--- src/rtl/crc_serial_ctrl_if.sv ---
// Requester handshake plus serial CRC engine signals for crc_serial_ctrl.
interface crc_serial_ctrl_if #(
  parameter int DATA_W = 8,
  parameter int CRC_W  = 16
);
  logic [1:0]          in_valid;
  logic [2*DATA_W-1:0] in_data;
  logic [1:0]          in_last;
  logic [1:0]          in_ready;
  logic                load;
  logic                crc_in;
  logic                d_finish;
  logic                crc_out;
  logic [CRC_W-1:0]    crc_value;
  logic                crc_valid;
  logic                crc_owner;
  logic                err_underrun;
  logic                busy;

  modport master (
    output in_valid, in_data, in_last, crc_out,
    input  in_ready, load, crc_in, d_finish, crc_value, crc_valid, crc_owner,
           err_underrun, busy
  );

  modport slave (
    input  in_valid, in_data, in_last, crc_out,
    output in_ready, load, crc_in, d_finish, crc_value, crc_valid, crc_owner,
           err_underrun, busy
  );
endinterface

--- src/rtl/crc_serial_ctrl.sv ---
// Round-robin two-requester frame controller: serialises words MSB-first into a serial
// CRC engine (result 3+DATA_W*N+CRC_W cycles after first accept); in_ready only for the grant.
module crc_serial_ctrl #(
  parameter int DATA_W = 8,
  parameter int CRC_W  = 16
) (
  input  logic             clk,
  input  logic             rst,
  crc_serial_ctrl_if.slave bus
);
  localparam int BIT_W = $clog2(DATA_W);
  localparam int COL_W = $clog2(CRC_W);

  typedef enum logic [2:0] {IDLE, FIRST, LOAD, SHIFT, FINISH, COLLECT, DONE} state_t;

  state_t state, state_nxt;

  logic              ptr;
  logic              grant;
  logic [DATA_W-1:0] sreg;
  logic [DATA_W-1:0] hold_dat;
  logic              hold_last;
  logic              hold_full;
  logic              cur_last;
  logic              last_seen;
  logic [BIT_W-1:0]  bit_cnt;
  logic [COL_W-1:0]  col_cnt;
  logic [CRC_W-1:0]  crc_acc;
  logic              owner_q;
  logic              err_q;

  logic [DATA_W-1:0] word_dat;
  logic              word_last;
  logic              word_vld;
  logic              rdy;
  logic              accept;
  logic              bit_end;
  logic              col_end;
  logic              underrun;
  logic              ld;
  logic              ser_bit;
  logic              fin;

  assign word_dat  = grant ? bus.in_data[2*DATA_W-1 -: DATA_W] : bus.in_data[DATA_W-1:0];
  assign word_last = bus.in_last[grant];
  assign word_vld  = bus.in_valid[grant];
  assign bit_end   = (bit_cnt == BIT_W'(DATA_W - 1));
  assign col_end   = (col_cnt == COL_W'(CRC_W - 1));
  assign accept    = rdy && word_vld;

  always_comb begin
    state_nxt = state;
    rdy       = 1'b0;
    ld        = 1'b0;
    ser_bit   = 1'b0;
    fin       = 1'b0;
    underrun  = 1'b0;
    case (state)
      IDLE:    if (|bus.in_valid) state_nxt = FIRST;
      FIRST: begin
        rdy = 1'b1;
        if (word_vld) state_nxt = LOAD;
      end
      LOAD: begin
        ld        = 1'b1;
        state_nxt = SHIFT;
      end
      SHIFT: begin
        ser_bit = sreg[DATA_W-1];
        rdy     = !hold_full && !last_seen;
        // A word arriving exactly on the final bit is bypassed, so it is not an underrun.
        if (bit_end) begin
          if (cur_last) begin
            state_nxt = FINISH;
          end else if (!hold_full && !(rdy && word_vld)) begin
            underrun  = 1'b1;
            state_nxt = IDLE;
          end
        end
      end
      FINISH: begin
        fin       = 1'b1;
        state_nxt = COLLECT;
      end
      COLLECT: if (col_end) state_nxt = DONE;
      DONE:    state_nxt = IDLE;
      default: state_nxt = IDLE;
    endcase
  end

  always_ff @(posedge clk or negedge rst) begin
    if (!rst) state <= IDLE;
    else      state <= state_nxt;
  end

  always_ff @(posedge clk or negedge rst) begin
    if (!rst) begin
      ptr       <= 1'b0;
      grant     <= 1'b0;
      sreg      <= '0;
      hold_dat  <= '0;
      hold_last <= 1'b0;
      hold_full <= 1'b0;
      cur_last  <= 1'b0;
      last_seen <= 1'b0;
      bit_cnt   <= '0;
      col_cnt   <= '0;
      crc_acc   <= '0;
      owner_q   <= 1'b0;
      err_q     <= 1'b0;
    end else begin
      err_q <= underrun;
      case (state)
        IDLE: if (|bus.in_valid) grant <= bus.in_valid[ptr] ? ptr : ~ptr;
        FIRST: if (accept) begin
          sreg      <= word_dat;
          cur_last  <= word_last;
          last_seen <= word_last;
          hold_full <= 1'b0;
          bit_cnt   <= '0;
        end
        SHIFT: begin
          sreg    <= {sreg[DATA_W-2:0], 1'b0};
          bit_cnt <= bit_cnt + 1'b1;
          if (bit_end) begin
            bit_cnt <= '0;
            if (!cur_last) begin
              if (hold_full) begin
                sreg      <= hold_dat;
                cur_last  <= hold_last;
                hold_full <= 1'b0;
              end else if (accept) begin
                sreg      <= word_dat;
                cur_last  <= word_last;
                last_seen <= word_last;
              end else begin
                ptr <= ~grant;
              end
            end
          end else if (accept) begin
            hold_dat  <= word_dat;
            hold_last <= word_last;
            hold_full <= 1'b1;
            last_seen <= word_last;
          end
        end
        FINISH: col_cnt <= '0;
        COLLECT: begin
          crc_acc <= {crc_acc[CRC_W-2:0], bus.crc_out};
          col_cnt <= col_cnt + 1'b1;
          if (col_end) owner_q <= grant;
        end
        DONE: ptr <= ~grant;
        default: ;
      endcase
    end
  end

  assign bus.in_ready     = rdy ? (grant ? 2'b10 : 2'b01) : 2'b00;
  assign bus.load         = ld;
  assign bus.crc_in       = ser_bit;
  assign bus.d_finish     = fin;
  assign bus.crc_value    = crc_acc;
  assign bus.crc_valid    = (state == DONE);
  assign bus.crc_owner    = owner_q;
  assign bus.err_underrun = err_q;
  assign bus.busy         = (state != IDLE);
endmodule

--- src/flat_wrapper.sv ---
// flat-port wrapper written by rule: the top's interface ports become plain ports
module crc_serial_ctrl_flat 
#(
  parameter int DATA_W = 8,
  parameter int CRC_W  = 16
)
  (clk, rst, bus_in_valid, bus_in_data, bus_in_last, bus_crc_out, bus_in_ready, bus_load, bus_crc_in, bus_d_finish, bus_crc_value, bus_crc_valid, bus_crc_owner, bus_err_underrun, bus_busy);
  crc_serial_ctrl_if #(.DATA_W(DATA_W), .CRC_W(CRC_W)) bus_i ();
  input  logic clk;
  input  logic rst;
  input wire logic [$bits(bus_i.in_valid)-1:0] bus_in_valid;
  input wire logic [$bits(bus_i.in_data)-1:0] bus_in_data;
  input wire logic [$bits(bus_i.in_last)-1:0] bus_in_last;
  input wire logic [$bits(bus_i.crc_out)-1:0] bus_crc_out;
  output wire logic [$bits(bus_i.in_ready)-1:0] bus_in_ready;
  output wire logic [$bits(bus_i.load)-1:0] bus_load;
  output wire logic [$bits(bus_i.crc_in)-1:0] bus_crc_in;
  output wire logic [$bits(bus_i.d_finish)-1:0] bus_d_finish;
  output wire logic [$bits(bus_i.crc_value)-1:0] bus_crc_value;
  output wire logic [$bits(bus_i.crc_valid)-1:0] bus_crc_valid;
  output wire logic [$bits(bus_i.crc_owner)-1:0] bus_crc_owner;
  output wire logic [$bits(bus_i.err_underrun)-1:0] bus_err_underrun;
  output wire logic [$bits(bus_i.busy)-1:0] bus_busy;
  assign bus_i.in_valid = bus_in_valid;
  assign bus_i.in_data = bus_in_data;
  assign bus_i.in_last = bus_in_last;
  assign bus_i.crc_out = bus_crc_out;
  assign bus_in_ready = bus_i.in_ready;
  assign bus_load = bus_i.load;
  assign bus_crc_in = bus_i.crc_in;
  assign bus_d_finish = bus_i.d_finish;
  assign bus_crc_value = bus_i.crc_value;
  assign bus_crc_valid = bus_i.crc_valid;
  assign bus_crc_owner = bus_i.crc_owner;
  assign bus_err_underrun = bus_i.err_underrun;
  assign bus_busy = bus_i.busy;
  crc_serial_ctrl #(.DATA_W(DATA_W), .CRC_W(CRC_W)) u_core (.clk(clk), .rst(rst), .bus(bus_i));
endmodule
--- config.mk ---
export PLATFORM = sky130hd
export DESIGN_NAME = crc_serial_ctrl_flat
export DESIGN_NICKNAME = d
export VERILOG_FILES = /design/src/rtl/crc_serial_ctrl_if.sv /design/src/rtl/crc_serial_ctrl.sv /design/src/flat_wrapper.sv
export SDC_FILE = /design/constraint.sdc
export NUM_CORES = 1
export LEC_CHECK = 0
export ABC_AREA = 0
export CORE_ASPECT_RATIO = 0.75
export CORE_MARGIN = 8
export CORE_UTILIZATION = 52
export DETAILED_ROUTE_END_ITERATION = 7
export GPL_TIMING_DRIVEN = 0
export PLACE_DENSITY = 0.79
export SYNTH_ARGS = -nofsm -noshare
export SYNTH_HDL_FRONTEND = slang
export SYNTH_SLANG_ARGS = --single-unit
--- constraint.sdc ---
create_clock -name clk -period 2.42 [get_ports clk]
set_clock_uncertainty 0.15 [all_clocks]
set_input_delay 0.363 -clock clk [delete_from_list [all_inputs] [get_ports clk]]
set_output_delay 0.363 -clock clk [all_outputs]
set_load 0.02 [all_outputs]
# Word level (Yosys, flattened, before mapping)
# Index checks and enable logic that the tools add are counted.
dict set report op_classes {
  n_addsub 2
  magnitude_cmp 2
  eq_ne 20
  n_mux 56
  bitwise_logic 3
  n_reduce_logical 22
}
# op count
set op_table {}
lappend op_table {{$mux W8} 6}
lappend op_table {{$mux W1} 31}
lappend op_table {{$mux W3} 8}
lappend op_table {{$pmux W3 S6} 1}
lappend op_table {{$pmux W8 S2} 1}
lappend op_table {{$eq A3 B3 Y1 const B} 4}
lappend op_table {{$ne A2 B1 Y1 const B} 5}
lappend op_table {{$pmux W1 S2} 5}
lappend op_table {{$reduce_and A5 Y1} 2}
lappend op_table {{$reduce_and A3 Y1} 3}
lappend op_table {{$pmux W4 S2} 1}
lappend op_table {{$eq A3 B2 Y1 const B} 2}
lappend op_table {{$ne A2 B2 Y1 const B} 3}
lappend op_table {{$ne A3 B1 Y1 const B} 2}
lappend op_table {{$ne A3 B3 Y1 const B} 2}
lappend op_table {{$pmux W3 S2} 1}
lappend op_table {{$reduce_and A2 Y1} 3}
lappend op_table {{$reduce_bool A2 Y1} 3}
lappend op_table {{$add A4 B1 Y4 const B} 1}
lappend op_table {{$eq A4 B4 Y1 const B} 1}
lappend op_table {{$logic_and A1 B1 Y1} 4}
lappend op_table {{$lt A1 B2 Y1 const B} 2}
lappend op_table {{$mux W2} 2}
lappend op_table {{$reduce_and A4 Y1} 1}
lappend op_table {{7 further kinds} 11}
dict set report word_totals {
  register_bits 50
  in_bits 23
  output_inout_bits 25
  elab_cells 119
}

# Depth between registers and ports, before layout
# Gate-level depths: netlist (run 1).
dict set report logic_depth {
  word_depth 9
  mapped_depth 7
  mapped_depth_nobuf 6
}

# Worst setup path before layout (run 1)
# No wires, ideal clock.
dict set report synth_path {
  path_kind {register to register}
  startpoint {register u_core.grant}
  endpoint {register u_core.hold_dat[0]}
  setup_ns 0.127
  arrival_ns 1.537
  t_required_ns 2.143
  path_slack_ns 0.605
  stages_incl_launch_ff 7
  path_buffers 2
  period_less_slack_ns 1.815
  path_cell_list {dfrtp_1 buf_6 mux2_4 and3_1 buf_4 nand2_8 mux2_1}
}
dict set report synth_via {
  elab_chain_cells 4
  word_cells_on_any_way 5
  cone_classes {mux (3); reduce/logical (2)}
}
# element line
set synth_rtl {}
lappend synth_rtl {{from (decl)} crc_serial_ctrl.sv:19} ;# logic grant;
lappend synth_rtl {{from (signal assigned)} crc_serial_ctrl.sv:114} ;# IDLE: if (|bus.in_valid) grant <= bus.in_valid[ptr] ? ptr : ~ptr;
lappend synth_rtl {{$mux W1 (implied by the code) (2 in a row)} crc_serial_ctrl.sv:46} ;# assign word_vld = bus.in_valid[grant];
lappend synth_rtl {{$logic_and A1 B1 Y1} crc_serial_ctrl.sv:49} ;# assign accept = rdy && word_vld;
lappend synth_rtl {{$reduce_and A3 Y1 (no source line)} n/a}
lappend synth_rtl {{to (signal assigned)} crc_serial_ctrl.sv:141} ;# hold_dat <= word_dat;
lappend synth_rtl {{to (decl)} crc_serial_ctrl.sv:21} ;# logic [DATA_W-1:0] hold_dat;
# Parallel ways exist; a longest one is shown, timed or not. The select of a mux whose other input is x is not followed.
# A chain may end at the register's enable or synchronous reset.

# Worst setup path in the final report (run 1)
dict set report layout_path {
  startpoint {register u_core.state[2]}
  endpoint {output port bus_crc_in}
}
dict set report layout_via {
  elab_chain_cells 2
}
# element line
set layout_rtl {}
lappend layout_rtl {{from (decl)} crc_serial_ctrl.sv:16} ;# state_t state, state_nxt;
lappend layout_rtl {{from (signal assigned)} crc_serial_ctrl.sv:93} ;# else state <= state_nxt;
lappend layout_rtl {{$eq A3 B2 Y1} crc_serial_ctrl.sv:58} ;# case (state)
lappend layout_rtl {{$mux W1} crc_serial_ctrl.sv:58}
lappend layout_rtl {{to (decl)} flat_wrapper.sv:17} ;# output wire logic [$bits(bus_i.crc_in)-1:0] bus_crc_in;
# No other way between the ends.

==> impl_metrics.csv, run 1 <==
group,metric,value,unit
status,status,"finished, final reports clean",
logic_synthesis,synth_fa_ha_area_share,1.42,%
cells_and_area,finalInstanceArea,0.00334,mm^2
cells_and_area,post-route-util,68.1,%
logic_synthesis,yosysUniqueCellTypes,50,
clock_tree,numCtsBuffers,5,
placed_design,dpl.hpwl,4700,um
cells_and_area,drive_gt1_share,19.0,%
route,dr.first_iter.drc_count,149,
floorplan,die_height,77.7,um
placed_design,pre_cts_slack,85.9,ps
logic_synthesis,synth-async-reset-ratio,100,%
worst_hold_path,worstHoldPathCells,1,
critical_path,reg2reg_to,"u_core.ptr",
logic_synthesis,netlist_top_cells_area,"dfrtp_1 (47%), mux2_2 (11%), mux2_1 (3.8%)",
pwr,ir_worst_vdd,0.660,mV
worst_hold_path,min_delay_worst_endpoint,"u_core.hold_last",
route,ant_nets,0,
cells_and_area,nNetsFinal,316,
logic_synthesis,synth_top_family_by_area,"compound AO/OA/AOI/OAI gates",
cells_and_area,fill_cells,400,
cells_and_area,area_growth,26.4,%
route,drt_first_pass_iters,4,
critical_path,worstSetupEndpointType,"output port",
grt,first_global_vias,2155,
floorplan,std_cell_rows,22,
sta,worst_slew_pin_slew,775,ps
logic_synthesis,synthesis.area,0.00264,mm^2
sta,hold_violations,0,
sta,min_period,2330,ps
route,routed_wl,6350,um
route,vias,2086,
logic_synthesis,synth_top_area_share,47.4,%
sta,fin_ws,86.5,ps
placed_design,numPortBuffers,47,
sta,period_share,96.4,%
logic_synthesis,synth.largest_area_cell,"dfrtp_1",
logic_synthesis,synth_warnings,0,
critical_path,required,1910,ps
sta,rsz0062_at_grt,"no",
pwr,p_leak,1.55,nW
placed_design,placed_cell_area,0.00321,mm^2
floorplan,start_util,53.9,%
critical_path,cp.arrival,1820,ps
cells_and_area,antenna_cells,0,
clock_tree,cts_tree,"yes",
grt,grt_overflow,0,
grt,grt_max_degree,28,
sta,fmax,0.429,GHz
logic_synthesis,synth_flop_cell,"dfrtp_1",
grt,grt_usage,17.0,%
floorplan,ioPinCount,48,
worst_hold_path,hold_path_class,"reg2reg",
worst_hold_path,hp-start,"u_core.hold_last",
logic_synthesis,yosysSeqAreaShare,47.4,%
critical_path,start_kind,"flip-flop",
route,drc,0,
floorplan,fp.dieArea,0.00764,mm^2
floorplan,core_area,0.00490,mm^2
placed_design,place_congestion,0.855,
critical_path,r2r-start,"u_core.bit_cnt[0]",
clock_tree,clkLatencyLatePin,310,ps
clock_tree,clk_pin_slew,90,ps
route,wl_per_cell,18.1,um
critical_path,timing_worst_setup_path_type,"reg2out",
logic_synthesis,synth_simple_gate_area_share,11.8,%
clock_tree,cts-root-buf,"clkbuf_8",
floorplan,dieWidth,98.3,um
critical_path,critPathMaxFanout,10,
pwr,p_total,3.59,mW
sta,setup_violations,0,
logic_synthesis,synth_seq_cells,50,
route,via_per_inst,5.96,
clock_tree,htree_levels,2,
sta,tns,0,ps
logic_synthesis,avgSynthCellArea,11.2,um^2
clock_tree,clock_path_buffers,2,
grt,antenna_found_initial,0,
logic_synthesis,synth-xor-area-share,0,%
logic_synthesis,syn_inst,235,
sta,slew_violations,0,
sta,maxSlewHeadroom,47.9,%
grt,grt_pass1_wl,10600,um
logic_synthesis,synth_compound_area_share,18.1,%
clock_tree,clkSinkCount,50,
run,drv_cap,0,
logic_synthesis,muxShareOfSynthArea,17.0,%
logic_synthesis,synth_edf_count,0,
pwr,p_per_area,1080,mW/mm^2
logic_synthesis,synth_nets,261,
critical_path,r2r_slack,380,ps
critical_path,rr_worst_depth,7,
## per-layer routing
| metal | vias to the layer above | part of all wire [%] | global-route usage (%) | wire (um) |
|---|---|---|---|---|
| li1 | 991 | - | - | - |
| met1 | 1040 | 47 | 22.3 | 3010 |
| met2 | 49 | 46 | 27.4 | 2920 |
| met3 | 6 | 5.4 | 3.92 | 342 |
| met4 | 0 | 1.2 | 4.73 | 76 |
| met5 | - | 0 | 0 | 0 |
## registers in the layout (all words and copies together) (netlist names)
name,cells
u_core.bus.crc_value,16
u_core.hold_last,1
u_core.col_cnt,4
u_core.bus.err_underrun,1
u_core.hold_full,1
u_core.bit_cnt,3
u_core.bus.crc_owner,1
u_core.sreg,8
u_core.ptr,1
u_core.grant,1
u_core.last_seen,1
u_core.hold_dat,8
u_core.cur_last,1
u_core.state,3
## repair_timing
| action | in CTS | in global routing |
|---|---|---|
| setup endpoints to repair | 4 | 4 |
| setup buffers | 0 | 0 |
| hold buffers | 1 | 0 |
| gates resized for setup | 6 | 5 |
| endpoints found under the hold margin | 26 | 0 |
| pin swaps | 0 | 0 |
## cells in the final DEF, fill, tap and decap left out, drive strengths merged, types with 2 or more instances in the layout
cell / count
and2: 2
nor3: 2
mux2i: 4
clkdlybuf4s50: 39
mux2: 36
nor2: 11
ha: 3
dlygate4sd2: 3
a41o: 2
nand2b: 5
nand3: 6
o21ai: 21
and3: 5
a311o: 5
inv: 6
clkbuf: 10
o211ai: 2
a21oi: 8
a31oi: 6
nand2: 11
nand4: 3
o221ai: 3
a22o: 2
nor2b: 3
buf: 11
dfrtp: 50
o211a: 4
dlymetal6s2s: 3
a22oi: 6
## cell families (layout without fill, tap and decap cells)
family	count (synthesis)	count (layout)
AO/OA/AOI/OAI	68	68
adder cells (fa/ha/maj)	3	3
buffers and inverters	21	76
multiplexers	40	40
AND/OR/NAND/NOR	53	53
flip-flops	50	50
## critical path, cell delays in order (launching register included)
cell             delay (ps)
dfrtp_1                 400
buf_2                   180
and3b_1                 270
clkbuf_4                230
and2_1                  140
clkdlybuf4s15_1         300
## power by group
part / total (mW) / internal [mW] / switching [mW]
Clock: 0.598 / 0.331 / 0.268
Sequential: 1.29 / 1.09 / 0.192
Combinational: 1.70 / 0.735 / 0.969
## area by class of cell
cell class                 instances  area (um^2)  share of cell area, %
multi-input combinational        164         1280                   38.3
tap                               60         75.1                   2.25
buffer                            13         87.6                   2.62
inverter                           7         26.3                  0.787
clock inverter                     1         30.0                  0.900
sequential                        50         1250                   37.5
timing repair buffer              49          507                   15.2
clock buffer                       6         82.6                   2.47
## synth_stat cells, types with 2 or more instances
cell,count
dfrtp_1,50
mux2_2,26
o21ai_0,18
nand2_1,10
nor2_1,10
mux2_1,9
a21oi_1,8
a22oi_1,6
a31oi_1,6
inv_1,6
a311o_1,5
and3_1,5
buf_2,5
nand2b_1,5
nand3_1,5
clkbuf_1,4
mux2i_1,4
o211a_1,4
buf_4,3
ha_1,3
nand4_1,3
nor2b_1,3
o221ai_1,3
a22o_1,2
a41o_1,2
and2_1,2
buf_6,2
nor3_1,2
o211ai_1,2
o21ai_2,2
## how the worst max path moves through the flow
stage,startpoint,to,slack (ps)
6_report,u_core.state[2],bus_crc_in,90
4_1_cts,u_core.state[2],bus_busy,6
2_1_floorplan,u_core.grant,u_core.hold_dat[0],610
5_1_grt,u_core.state[2],bus_crc_in,1
3_5_place_dp,u_core.state[0],bus_in_ready[0],90
3_3_place_gp,rst,u_core.hold_dat[3],-590
## stage by stage
stage,instances,hold WS (ps)
3_5_place_dp,343,261
3_3_place_gp,342,318
4_1_cts,350,348
5_1_grt,350,378
6_report,350,347
2_1_floorplan,235,-82.6
Note: power is estimated with default switching activity, not from simulation.
==> run 2: changes to the inputs <==
==> constraint.sdc (replaced) <==
create_clock -name clk -period 2.42 [get_ports clk]
set_clock_uncertainty 0.15 [all_clocks]
set_input_delay 0.484 -clock clk [delete_from_list [all_inputs] [get_ports clk]]
set_output_delay 0.484 -clock clk [all_outputs]
set_load 0.02 [all_outputs]
==> impl_metrics.csv, run 2 (synthesis gave the netlist of run 1 again) <==
group,metric,value,unit
cells_and_area,antenna_cells,0,
critical_path,worstSetupEndpointType,"output port",
critical_path,cp.arrival,1700,ps
sta,tns,0,ps
sta,fin_hold_ws,37.1,ps
critical_path,r2r_slack,380,ps
route,via_per_inst,5.94,
route,drc,0,
pwr,swShare,39.9,%
critical_path,rr_worst_depth,7,
status,status,"finished, final reports clean",
critical_path,r2r-start,"u_core.bit_cnt[0]",
cells_and_area,drive_gt1_share,20.1,%
critical_path,critPathMaxFanout,10,
floorplan,std_cell_rows,22,
clock_tree,clock_path_buffers,2,
cells_and_area,largest_reg_flops,16,
cells_and_area,layout_common_cells,"dfrtp_1 (50), clkdlybuf4s50_1 (39), mux2_2 (26)",
pwr,p_int,2.16,mW
pwr,switching_power,1.43,mW
floorplan,fp.dieArea,0.00764,mm^2
clock_tree,clk_pin_slew,90,ps
critical_path,cp_cell_sequence,"buf_2 > and3b_2 > buf_6 > and2_1 > clkdlybuf4s15_2",
floorplan,die_height,77.7,um
critical_path,cp_slowest_cell,"dfrtp_1",
critical_path,required,1790,ps
critical_path,start_kind,"flip-flop",
grt,grt_overflow,0,
run,drv_cap,0,
worst_hold_path,hold_path_class,"in2async",
clock_tree,clkSinkCount,50,
route,wl_per_cell,18.0,um
route,ant_nets,0,
cells_and_area,post-route-util,67.7,%
critical_path,cp-startpoint,"u_core.state[2]",
floorplan,ioPinCount,48,
pwr,p_clk_share,16.7,%
grt,first_global_vias,2143,
critical_path,reg2reg_to,"u_core.ptr",
sta,worst_slew_pin_slew,795,ps
placed_design,numPortBuffers,47,
sta,fin_ws,82.5,ps
sta,period_share,96.6,%
sta,slew_violations,0,
cells_and_area,fill_cells,399,
pwr,p_comb_share,47.5,%
sta,setup_violations,0,
clock_tree,cts_tree,"yes",
sta,fmax,0.428,GHz
placed_design,dpl.hpwl,4700,um
critical_path,cp-endpoint,"bus_crc_in",
grt,grt_usage,16.9,%
floorplan,start_util,53.9,%
route,routed_wl,6300,um
sta,hold_violations,0,
pwr,p_leak,1.52,nW
sta,maxSlewHeadroom,46.5,%
sta,min_period,2340,ps
clock_tree,numCtsBuffers,5,
cells_and_area,nNetsFinal,315,
route,vias,2073,
critical_path,cpPeakStageDelay,400,ps
pwr,ir_worst_vdd,0.667,mV
cells_and_area,area_growth,25.7,%
clock_tree,cts-root-buf,"clkbuf_8",
placed_design,pre_cts_slack,-35.1,ps
clock_tree,clkLatencyLatePin,310,ps
critical_path,timing_worst_setup_path_type,"reg2out",
route,dr.first_iter.drc_count,188,
floorplan,dieWidth,98.3,um
clock_tree,postCtsHoldBufs,0,
pwr,seq_power_share,35.8,%
route,drt_first_pass_iters,4,
cells_and_area,fin_cells,349,
placed_design,dp_cells,343,
grt,grt_max_degree,28,
pwr,p_per_area,1080,mW/mm^2
grt,grt_pass1_wl,10600,um
placed_design,place_congestion,0.855,
cells_and_area,final_common_cell,"dfrtp_1",
clock_tree,htree_levels,2,
floorplan,core_area,0.00490,mm^2
grt,antenna_found_initial,0,
-- run 2: cell types whose count changed in the layout (fill, tap and decap cells not counted), sizes merged --
cell	delta
dlymetal6s2s	-3
buf	+1
clkdlybuf4s15	+1
dlygate4sd2	+1
dlygate4sd3	-1
-- run 2: per-stage QoR --
stage / power [mW] / area [um^2]
finish: 3.60 / 3320
CTS: 3.58 / 3320
floorplan: 2.46 / 2640
global placement: 2.92 / 3190
global route: 3.83 / 3320
detailed placement: 2.99 / 3210
-- run 2: critical path, delay by kind of cell (launching register included) --
family | cells | cell delay, ps
and+or+nand+nor | 2 | 410
buffers and inverters | 3 | 590
DFF | 1 | 400
-- run 2: worst min path at each step --
| stage | from | end | slack, ps | cells past startpoint |
|---|---|---|---|---|
| 3_5_place_dp | u_core.hold_dat[0] | u_core.hold_dat[0] | 330 | 1 |
| 6_report | rst | u_core.bus.crc_value[3] | 40 | 1 |
| 4_1_cts | rst | u_core.bus.crc_value[3] | 50 | 1 |
| 3_3_place_gp | u_core.hold_dat[0] | u_core.hold_dat[0] | 320 | 1 |
| 2_1_floorplan | rst | u_core.bit_cnt[0] | 40 | 0 |
| 5_1_grt | rst | u_core.bus.crc_value[4] | 90 | 1 |
-- run 2: cell type report --
class,instances,area (um^2),share of cell area (%)
inverters,7,26.3,0.792
flip-flops and latches,50,1250,37.7
repair buffers,48,484,14.6
plain buffers,13,91.3,2.75
multi-input cells,164,1280,38.5
well taps,60,75.1,2.26
clock inverters,1,30.0,0.905
clock buffers,6,82.6,2.49
-- run 2: what timing repair did --
action	in CTS	in global routing
buffers inserted	0	0
gates resized for setup	12	5
gates cloned	0	0
setup endpoints to repair	7	3
-- run 2: power groups by stage --
stage | logic (mW) | registers [mW] | clock network [mW]
4_1_cts | 1.69 | 1.28 | 0.609
3_5_place_dp | 1.70 | 1.30 | 0
6_report | 1.71 | 1.29 | 0.600
2_1_floorplan | 1.20 | 1.26 | 0
3_3_place_gp | 1.63 | 1.29 | 0
5_1_grt | 1.87 | 1.32 | 0.638
-- run 2: metal layers --
metal	wire, um	up-vias	track usage (%)
met5	0	-	0
met4	76	0	4.73
met3	384	6	3.92
met2	2820	63	26.8
met1	3020	1017	22.6
li1	-	987	-
==> run 3: changes to the inputs <==
--- a/config.mk
+++ b/config.mk
@@ -12,6 +12,7 @@
 export DETAILED_ROUTE_END_ITERATION = 7
 export GPL_TIMING_DRIVEN = 0
 export PLACE_DENSITY = 0.79
+export REMOVE_ABC_BUFFERS = 1
 export SYNTH_ARGS = -nofsm -noshare
 export SYNTH_HDL_FRONTEND = slang
 export SYNTH_SLANG_ARGS = --single-unit
==> impl_metrics.csv, run 3 (synthesis gave the netlist of run 1 again) <==
group,metric,value,unit
cells_and_area,largest_reg_flops,16,
placed_design,dp_cells,329,
placed_design,dpl.hpwl,4300,um
floorplan,std_cell_rows,22,
clock_tree,cts-root-buf,"clkbuf_8",
critical_path,cp-startpoint,"u_core.state[2]",
placed_design,numPortBuffers,47,
route,dr.first_iter.drc_count,236,
critical_path,critPathMaxFanout,12,
pwr,p_per_area,1060,mW/mm^2
worst_hold_path,hold_path_class,"in2async",
clock_tree,clkLatencyLatePin,310,ps
sta,period_share,93.0,%
cells_and_area,layout_common_cells,"dfrtp_1 (45), clkdlybuf4s50_1 (39), mux2_2 (26)",
sta,maxSlewHeadroom,44.4,%
pwr,seq_power_share,41.2,%
route,wl_met3,359,um
placed_design,place_congestion,0.862,
sta,worst_slew_pin_slew,827,ps
pwr,p_int,2.02,mW
pwr,p_comb_share,44.3,%
critical_path,start_kind,"flip-flop",
status,status,"finished, final reports clean",
pwr,ir_worst_vdd,0.617,mV
clock_tree,clkSinkCount,50,
pwr,p_clk_share,14.5,%
run,drv_cap,0,
clock_tree,clock_path_buffers,2,
route,ant_nets,0,
clock_tree,cts_tree,"yes",
cells_and_area,antenna_cells,0,
cells_and_area,final_common_cell,"dfrtp_1",
route,wl_per_cell,17.9,um
route,drt_first_pass_iters,4,
grt,grt_overflow,0,
pwr,p_leak,1.47,nW
grt,grt_usage,16.4,%
clock_tree,clk_pin_slew,90,ps
critical_path,r2r-start,"u_core.grant",
route,routed_wl,6100,um
cells_and_area,seq_area,0.00126,mm^2
floorplan,core_area,0.00490,mm^2
grt,first_global_vias,2051,
route,vias,2094,
critical_path,timing_worst_setup_path_type,"reg2out",
cells_and_area,nNetsFinal,305,
critical_path,cp.arrival,1620,ps
pwr,swShare,41.4,%
cells_and_area,post-route-util,66.3,%
sta,fin_ws,169,ps
cells_and_area,multi_input_area,0.00130,mm^2
sta,setup_violations,0,
sta,tns,0,ps
critical_path,required,1790,ps
floorplan,die_height,77.7,um
cells_and_area,area_growth,23.0,%
floorplan,ioPinCount,48,
floorplan,fp.dieArea,0.00764,mm^2
route,top_layer,"met4",
pwr,switching_power,1.43,mW
grt,grt_max_degree,29,
sta,hold_violations,0,
grt,antenna_found_initial,0,
floorplan,start_util,53.9,%
cells_and_area,fin_cells,340,
route,via_per_inst,6.16,
placed_design,pre_cts_slack,-454,ps
route,wl_met2,2810,um
route,wl_met1,2790,um
cells_and_area,fill_cells,380,
sta,min_period,2250,ps
clock_tree,htree_levels,2,
critical_path,worstSetupEndpointType,"output port",
route,drc,0,
cells_and_area,drive_gt1_share,20.0,%
sta,rsz0062_at_grt,"no",
grt,grt_pass1_wl,10200,um
sta,fmax,0.444,GHz
sta,slew_violations,0,
pwr,p_total,3.44,mW
floorplan,dieWidth,98.3,um
clock_tree,numCtsBuffers,5,
==> run 3: layout make-up <==
class / instances / area share (%)
timing repair buffer: 51 / 15.4
multi-input combinational: 164 / 40.0
tap: 60 / 2.31
clock buffer: 7 / 2.66
inverter: 7 / 0.809
sequential: 50 / 38.7
clock inverter: 1 / 0.154
==> run 3: power by group through the flow <==
stage,clock network [mW],registers (mW),logic [mW]
3_5_place_dp,0,1.40,1.46
2_1_floorplan,0,1.34,1.03
5_1_grt,0.548,1.46,1.67
3_3_place_gp,0,1.39,1.41
4_1_cts,0.511,1.41,1.51
6_report,0.499,1.42,1.52
==> run 3: worst paths after layout <==
path                            slack [ps]  depth (start not counted)            endpoint
worst min register to register         350                          1    u_core.hold_last
worst min-delay path                     2                          1  u_core.hold_dat[2]
min in group clk                       350                          1    u_core.hold_last
max in group asynchronous             1570                          2     u_core.state[2]
worst max register to register         220                          4  u_core.hold_dat[0]
worst max-delay path                   170                          2            bus_busy
==> run 3: critical path, cell delays in order (launching register included) <==
cell	delay (ps)
dfrtp_2	510
or3_1	450
dlygate4sd2_1	350
==> run 3: metal layers <==
layer	vias up	GRT usage (%)
met5	-	0
met4	0	7.48
met3	12	3.65
met2	81	25.5
met1	1028	21.4
li1	973	-
==> run 3: timing repair <==
item | CTS | global route
gates resized for setup | 17 | 1
pin swaps | 1 | 0
setup buffers | 3 | 0
hold buffers | 0 | 0
setup endpoints to repair | 22 | 6
gates cloned | 0 | 0
==> run 3: per-stage QoR <==
step / area, um^2 / hold WS (ps)
6_report: 3250 / 1.92
5_1_grt: 3250 / 21.5
4_1_cts: 3250 / 11.4
3_5_place_dp: 3120 / 336
3_3_place_gp: 3100 / 318
2_1_floorplan: 2550 / 38.4
